<file path="config.mk">
export PLATFORM = sky130hd
export DESIGN_NAME = time_set_ctrl
export DESIGN_NICKNAME = d
export VERILOG_FILES = /design/src/rtl/time_set_ctrl_pkg.sv /design/src/rtl/time_set_ctrl_btn_debounce.sv /design/src/rtl/time_set_ctrl.sv
export SDC_FILE = /design/constraint.sdc
export NUM_CORES = 1
export LEC_CHECK = 0
export CORE_MARGIN = 2
export CORE_UTILIZATION = 30
export DETAILED_ROUTE_END_ITERATION = 8
export SLEW_MARGIN = 20
export SYNTH_ARGS = -nofsm -noshare
export SYNTH_HDL_FRONTEND = slang
export SYNTH_SLANG_ARGS = --single-unit
</file>
<file path="constraint.sdc">
create_clock -name clk -period 4.1 [get_ports clk]
set_input_delay 0.615 -clock clk [delete_from_list [all_inputs] [get_ports clk]]
set_output_delay 0.615 -clock clk [all_outputs]
set_load 0.01 [all_outputs]
</file>
<file path="src/rtl/time_set_ctrl_pkg.sv">
// Shared definitions for the time-setting front end, the hh:mm:ss counter and the display.
// The state encoding is also the value presented on the mode output.
package time_set_ctrl_pkg;

  typedef enum logic [1:0] {
    RUN    = 2'd0,
    SET_H  = 2'd1,
    SET_M  = 2'd2,
    COMMIT = 2'd3
  } state_e;

  localparam logic [4:0] HOURS_MAX = 5'd23;
  localparam logic [5:0] MINS_MAX  = 6'd59;

  // Wrap with explicit compares so 23/59 roll over, not the register width.
  function automatic logic [4:0] hour_step(input logic [4:0] val, input logic up);
    logic [4:0] res;
    if (up) res = (val == HOURS_MAX) ? 5'd0 : val + 5'd1;
    else    res = (val == 5'd0) ? HOURS_MAX : val - 5'd1;
    return res;
  endfunction

  function automatic logic [5:0] min_step(input logic [5:0] val, input logic up);
    logic [5:0] res;
    if (up) res = (val == MINS_MAX) ? 6'd0 : val + 6'd1;
    else    res = (val == 6'd0) ? MINS_MAX : val - 6'd1;
    return res;
  endfunction

endpackage

</file>
<file path="src/rtl/time_set_ctrl_btn_debounce.sv">
// One push-button channel: 2-FF synchroniser, stability counter and press pulse.
// press_o is high in the cycle whose clock edge moves the debounced level from 0 to 1.
module btn_debounce #(
  parameter int DB_CYCLES = 4
) (
  input  logic clk,
  input  logic rst,
  input  logic btn_i,
  output logic press_o
);

  localparam int CW = (DB_CYCLES > 1) ? $clog2(DB_CYCLES) : 1;
  localparam logic [CW-1:0] CNT_LAST = CW'(DB_CYCLES - 1);

  logic          sync1_q;
  logic          sync2_q;
  logic          db_q;
  logic [CW-1:0] cnt_q;
  logic          settle;

  // The synchronised level has differed from the debounced one long enough.
  assign settle  = (sync2_q != db_q) && (cnt_q == CNT_LAST);
  assign press_o = settle && sync2_q;

  always_ff @(posedge clk or negedge rst) begin
    if (!rst) begin
      sync1_q <= 1'b0;
      sync2_q <= 1'b0;
      db_q    <= 1'b0;
      cnt_q   <= '0;
    end else begin
      sync1_q <= btn_i;
      sync2_q <= sync1_q;
      if (sync2_q == db_q) begin
        cnt_q <= '0;
      end else if (settle) begin
        db_q  <= sync2_q;
        cnt_q <= '0;
      end else begin
        cnt_q <= cnt_q + 1'b1;
      end
    end
  end

endmodule

</file>
<file path="src/rtl/time_set_ctrl.sv">
// Edit FSM in front of the hh:mm:ss counter: freezes it, edits hours then minutes,
// and commits with a one-cycle load pulse. mode exposes the FSM state directly.
module time_set_ctrl
  import time_set_ctrl_pkg::*;
#(
  parameter int CLK_HZ      = 100000000,
  parameter int DEBOUNCE_MS = 10,
  parameter int BLINK_HZ    = 2
) (
  input  logic       clk,
  input  logic       rst,
  input  logic       btn_mode,
  input  logic       btn_up,
  input  logic       btn_down,
  input  logic [4:0] cur_h,
  input  logic [5:0] cur_m,
  output logic       run_en,
  output logic       load,
  output logic [4:0] load_h,
  output logic [5:0] load_m,
  output logic [5:0] load_s,
  output logic [1:0] mode,
  output logic       blink
);

  localparam int DB_CYCLES = CLK_HZ / 1000 * DEBOUNCE_MS;
  localparam int BLINK_TOG = CLK_HZ / (2 * BLINK_HZ);
  localparam int BW        = (BLINK_TOG > 1) ? $clog2(BLINK_TOG) : 1;
  localparam logic [BW-1:0] BLINK_LAST = BW'(BLINK_TOG - 1);

  logic mode_p, up_p, down_p;
  logic adj_up, adj_dn;

  state_e        state_q;
  logic [4:0]    sh_h_q;
  logic [5:0]    sh_m_q;
  logic          run_en_q;
  logic          load_q;
  logic [4:0]    load_h_q;
  logic [5:0]    load_m_q;
  logic          blink_q;
  logic [BW-1:0] blink_cnt_q;

  btn_debounce #(.DB_CYCLES(DB_CYCLES)) u_db_mode (
    .clk(clk), .rst(rst), .btn_i(btn_mode), .press_o(mode_p));
  btn_debounce #(.DB_CYCLES(DB_CYCLES)) u_db_up (
    .clk(clk), .rst(rst), .btn_i(btn_up), .press_o(up_p));
  btn_debounce #(.DB_CYCLES(DB_CYCLES)) u_db_down (
    .clk(clk), .rst(rst), .btn_i(btn_down), .press_o(down_p));

  // Coincident up and down cancel; mode has priority and is tested first below.
  assign adj_up = up_p && !down_p;
  assign adj_dn = down_p && !up_p;

  always_ff @(posedge clk or negedge rst) begin
    if (!rst) begin
      state_q     <= RUN;
      sh_h_q      <= '0;
      sh_m_q      <= '0;
      run_en_q    <= 1'b1;
      load_q      <= 1'b0;
      load_h_q    <= '0;
      load_m_q    <= '0;
      blink_q     <= 1'b1;
      blink_cnt_q <= '0;
    end else begin
      load_q <= 1'b0;
      if (state_q == SET_H || state_q == SET_M) begin
        if (blink_cnt_q == BLINK_LAST) begin
          blink_q     <= ~blink_q;
          blink_cnt_q <= '0;
        end else begin
          blink_cnt_q <= blink_cnt_q + 1'b1;
        end
      end else begin
        blink_q     <= 1'b1;
        blink_cnt_q <= '0;
      end

      case (state_q)
        RUN: begin
          if (mode_p) begin
            state_q     <= SET_H;
            run_en_q    <= 1'b0;
            sh_h_q      <= (cur_h > HOURS_MAX) ? 5'd0 : cur_h;
            sh_m_q      <= (cur_m > MINS_MAX) ? 6'd0 : cur_m;
            blink_q     <= 1'b1;
            blink_cnt_q <= '0;
          end
        end
        SET_H: begin
          if (mode_p) begin
            state_q     <= SET_M;
            blink_q     <= 1'b1;
            blink_cnt_q <= '0;
          end else if (adj_up) begin
            sh_h_q <= hour_step(sh_h_q, 1'b1);
          end else if (adj_dn) begin
            sh_h_q <= hour_step(sh_h_q, 1'b0);
          end
        end
        SET_M: begin
          if (mode_p) begin
            state_q  <= COMMIT;
            load_q   <= 1'b1;
            load_h_q <= sh_h_q;
            load_m_q <= sh_m_q;
            blink_q  <= 1'b1;
          end else if (adj_up) begin
            sh_m_q <= min_step(sh_m_q, 1'b1);
          end else if (adj_dn) begin
            sh_m_q <= min_step(sh_m_q, 1'b0);
          end
        end
        COMMIT: begin
          state_q  <= RUN;
          run_en_q <= 1'b1;
        end
        default: state_q <= RUN;
      endcase
    end
  end

  assign run_en = run_en_q;
  assign load   = load_q;
  assign load_h = load_h_q;
  assign load_m = load_m_q;
  assign load_s = 6'd0;
  assign mode   = state_q;
  assign blink  = blink_q;

endmodule

</file>
==> out/results.txt <==
The share of the clock period used by the worst path is 0.801, and the number of setup violations in the final report is 0. The area added between synthesis and finish is 17.5%. Counting every sink on the clock net gives 121. At the later pin of the worst-skew pair, clock insertion delay measures 0.41 ns. The critical path goes through ha_1 -> and3_1 -> nand3_1 -> nor4_1 -> nand2_1 -> ha_1 -> and2_1 -> a221o_1 -> a32o_1 -> mux2_2. The worst hold margin was 0.266 ns; the number of buffer and inverter stages on the critical path was 0. Entering global routing, the biggest net connects 66 pins.

The run finished with clean final reports. In this run the number of H-tree levels came out at 4. The largest single stage delay on the critical path is 0.47 ns. The setup total negative slack came out at 0 ns. The count of inserted antenna diode cells was 0. Number of warnings issued by yosys: 0.

The effective utilization at floorplan was 0.303. The critical path is of the flip-flop to flip-flop type. Max-slew violation count: 0.

In the synthesized netlist, the number of instances is 640. During I/O placement, the number of pins put on the boundary was 38. The clock slew at the register clock pins of the worst setup and hold paths works out to 0.05 ns. The first routing iteration left 220 violations. In the final routed layout, each cell accounts on average for 13.2 um. In this run, CTS created clock tree buffers numbering 17. The total wire length after detailed routing is 12,600 um, and the setup clock skew after layout is 0.00668 ns. Measured along the y axis, the die boundary spans 149 um.

The via count of the first global-routing pass came out at 4,455. In the routed design, unresolved DRC markers number 0. The category of cells accounting for the largest share of critical-path delay is simple AND/OR/NAND/NOR gates. The measured slew at the worst slew-check pin is 1.00 ns.

The synthesized design contains 0 enable-type register cells. For the normalized max-slew margin, the log shows 0.326. Dividing total power by cell area gives a power density of 363 nW/um2. After clock tree synthesis, the flow added hold-fix buffers numbering 0. After clock tree synthesis, the repair step resized 0 gates. The routed layout has 4,606 vias.

The die covers 22,300 um2. Counting along the longest clock path gives a buffer depth of 2. Summed over all cells, the static leakage comes to 3.12 nW.

The worst min-delay path class is input pin to asynchronous set/reset pin. For the utilization of the core after routing, the log shows 0.356. The total area inside the core boundary comes to 20,900 um2. The die width came out at 149 um. The tool flagged a number of max-cap violations equal to 0.

Sorting the synthesized cells by area gives the leading types as dfrtp_1, nor2_1, xor2_1. After floorplanning, the core was divided into 53 placement rows. The number of buffer cells added on primary ports works out to 31. For the sequential element share of the synthesized area, the log shows 0.479. The run gives 0 as the hold violation total from the final report. dfrtp_1 takes more of the synthesized area than any other cell.

The design area was 7440 um2; the layout cell share with drive strength beyond 1 was 0.0898. Buffers added to address setup during post-CTS repair amount to 0. For this run, the leading register cell type out of synthesis is dfrtp_1. The final layout contains 701 nets.

The number of placed instances, taps included, is 927. Most used cell along the critical path: ha_1. The placed instances occupy a cell area of 6890 um2. The async set or reset register ratio after synthesis was 1.00. Before antenna repair, the detailed router went through 4 iterations. The initial antenna violation count was 0; the post-synthesis sequential element count was 121. Setup repair after global routing left no endpoint under its margin. The count of antenna-violating nets left after detailed routing is 0. The largest fanout of any net on the critical path works out to 21. The launching element type of the critical path is a flip-flop. For this design, the slowest cell found on the critical path is nor4_1.

The achievable frequency was 0.305 GHz. The sort of element at the end of the critical path was a flip-flop. At the worst endpoint, the required time is 4.39 ns. The tools report the global-route total usage across every layer as 0.119. Dividing the detail-routed via count by the number of cells gives 4.83. The smallest clock period supported by the final layout is computed as 3.28 ns. Data arrives at the worst endpoint at 3.57 ns.

The average cell area after synthesis was 9.89 um2. Global-route wire length before repair: 21,600 um. The estimated wirelength of the detail-placed design was 8490 um; the post-synthesis cell area was 6330 um2. Routability-driven placement congestion ratio: 0.789. The fraction of post-synthesis cell area in the top cell type by area came out at 0.471.

TritonCTS built the clock tree. The tree is rooted in a clkbuf_16. The final non-filler cell total is 954. The run gives 0.291 mV as the worst IR drop on VDD. The number of different library cells used by synthesis comes to 63. Summed over all layers, the global routing overflow is 0.
[synth_stat cells (5+ instances only)]
| master | count |
|---|---|
| inv_1 | 22 |
| and4_1 | 10 |
| xnor2_1 | 35 |
| nor4b_1 | 5 |
| nor2_1 | 113 |
| nor3_1 | 10 |
| mux2_2 | 17 |
| dfrtp_1 | 119 |
| nand4_1 | 25 |
| xor2_1 | 44 |
| nor2b_1 | 6 |
| and3_1 | 14 |
| nor4_1 | 10 |
| o21ai_0 | 7 |
| nand2_1 | 32 |
| buf_4 | 8 |
| nand3_1 | 45 |
| a21oi_1 | 12 |
| clkbuf_1 | 20 |
| mux2i_1 | 7 |
| ha_1 | 14 |
[state kept, by name, summed over array words and instances (netlist names)]
| name | flops |
|---|---|
| blink_cnt_q | 25 |
| u_db_mode.cnt_q | 20 |
| load_m | 6 |
| u_db_mode.db_q | 1 |
| u_db_down.sync1_q | 1 |
| mode | 2 |
| u_db_down.sync2_q | 1 |
| u_db_up.cnt_q | 20 |
| u_db_down.cnt_q | 20 |
| sh_h_q | 5 |
| load | 1 |
| u_db_up.sync2_q | 1 |
| u_db_mode.sync1_q | 1 |
| u_db_mode.sync2_q | 1 |
| sh_m_q | 6 |
| u_db_up.sync1_q | 1 |
| blink | 1 |
| u_db_up.db_q | 1 |
| u_db_down.db_q | 1 |
| load_h | 5 |
| run_en | 1 |
[per-stage QoR]
stage / setup WS [ns] / power, W
final: 0.817 / 0.00270
after global routing: 0.553 / 0.00281
after detailed placement: 0.843 / 0.00132
after global placement: 0.908 / 0.00132
after CTS: 0.833 / 0.00274
after floorplan: 1.36 / 0.00127
[where the power goes]
part | switching, W | internal, W | total (W)
Combinational | 0.0000500 | 0.0000267 | 0.0000767
Clock | 0.000484 | 0.000921 | 0.00141
Sequential | 0.00000929 | 0.00121 | 0.00122
Total | 0.000543 | 0.00215 | 0.00270
[cell families after synthesis]
group	share of synthesized area
AND/OR/NAND/NOR	0.240
AO/OA/AOI/OAI	0.0568
other	0.000593
buffers and inverters	0.0362
flip-flops	0.479
XOR/XNOR	0.109
multiplexers	0.0508
adder cells (fa/ha/maj)	0.0277
[area by class of cell]
| cell class | count | area (um2) |
|---|---|---|
| fillers | 2134 | 13500 |
| multi-input cells | 473 | 3090 |
| inverters | 22 | 82.6 |
| repair buffers | 36 | 345 |
| clock inverters | 4 | 70.1 |
| well taps | 275 | 344 |
| clock buffers | 23 | 478 |
| flip-flops and latches | 121 | 3030 |
[metal layers]
metal	track usage	routed length (um)	vias to the layer above
met2	0.192	5870	65
met1	0.156	6110	2239
li1	-	-	2283
met3	0.0272	379	19
met4	0.0467	211	0
met5	0	0	-
[final timing paths]
| path | start | endpoint | slack (ns) | cells after the start |
|---|---|---|---|---|
| max | u_db_down.cnt_q[0]$_DFF_PN0_ | sh_m_q[2]$_DFFE_PN0P_ | 0.82 | 10 |
| min in group clk | u_db_mode.sync1_q$_DFF_PN0_ | u_db_mode.sync2_q$_DFF_PN0_ | 0.35 | 0 |
| max reg2reg | u_db_down.cnt_q[0]$_DFF_PN0_ | sh_m_q[2]$_DFFE_PN0P_ | 0.82 | 10 |
| min reg2reg | u_db_mode.sync1_q$_DFF_PN0_ | u_db_mode.sync2_q$_DFF_PN0_ | 0.35 | 0 |
| max in group asynchronous | rst | u_db_mode.cnt_q[1]$_DFF_PN0_ | 2.86 | 2 |
| min | rst | load_h[3]$_DFFE_PN0P_ | 0.27 | 1 |
[placed cells by master (no fill, tap or decap), types with 5 or more instances in the layout]
cell type,netlist,layout
a21oi_1,12,12
and3_1,14,14
and4_1,10,10
buf_4,8,6
clkbuf_16,0,17
clkdlybuf4s50_1,0,30
conb_1,1,6
dfrtp_1,119,119
ha_1,14,14
inv_1,22,22
mux2_2,17,17
mux2i_1,7,7
nand2_1,32,32
nand3_1,45,45
nand4_1,25,25
nor2_1,113,113
nor2b_1,6,6
nor3_1,10,10
nor4_1,10,10
nor4b_1,5,5
o21ai_0,7,7
xnor2_1,35,35
xor2_1,44,44
No activity file was read; power rests on OpenSTA's default activity.
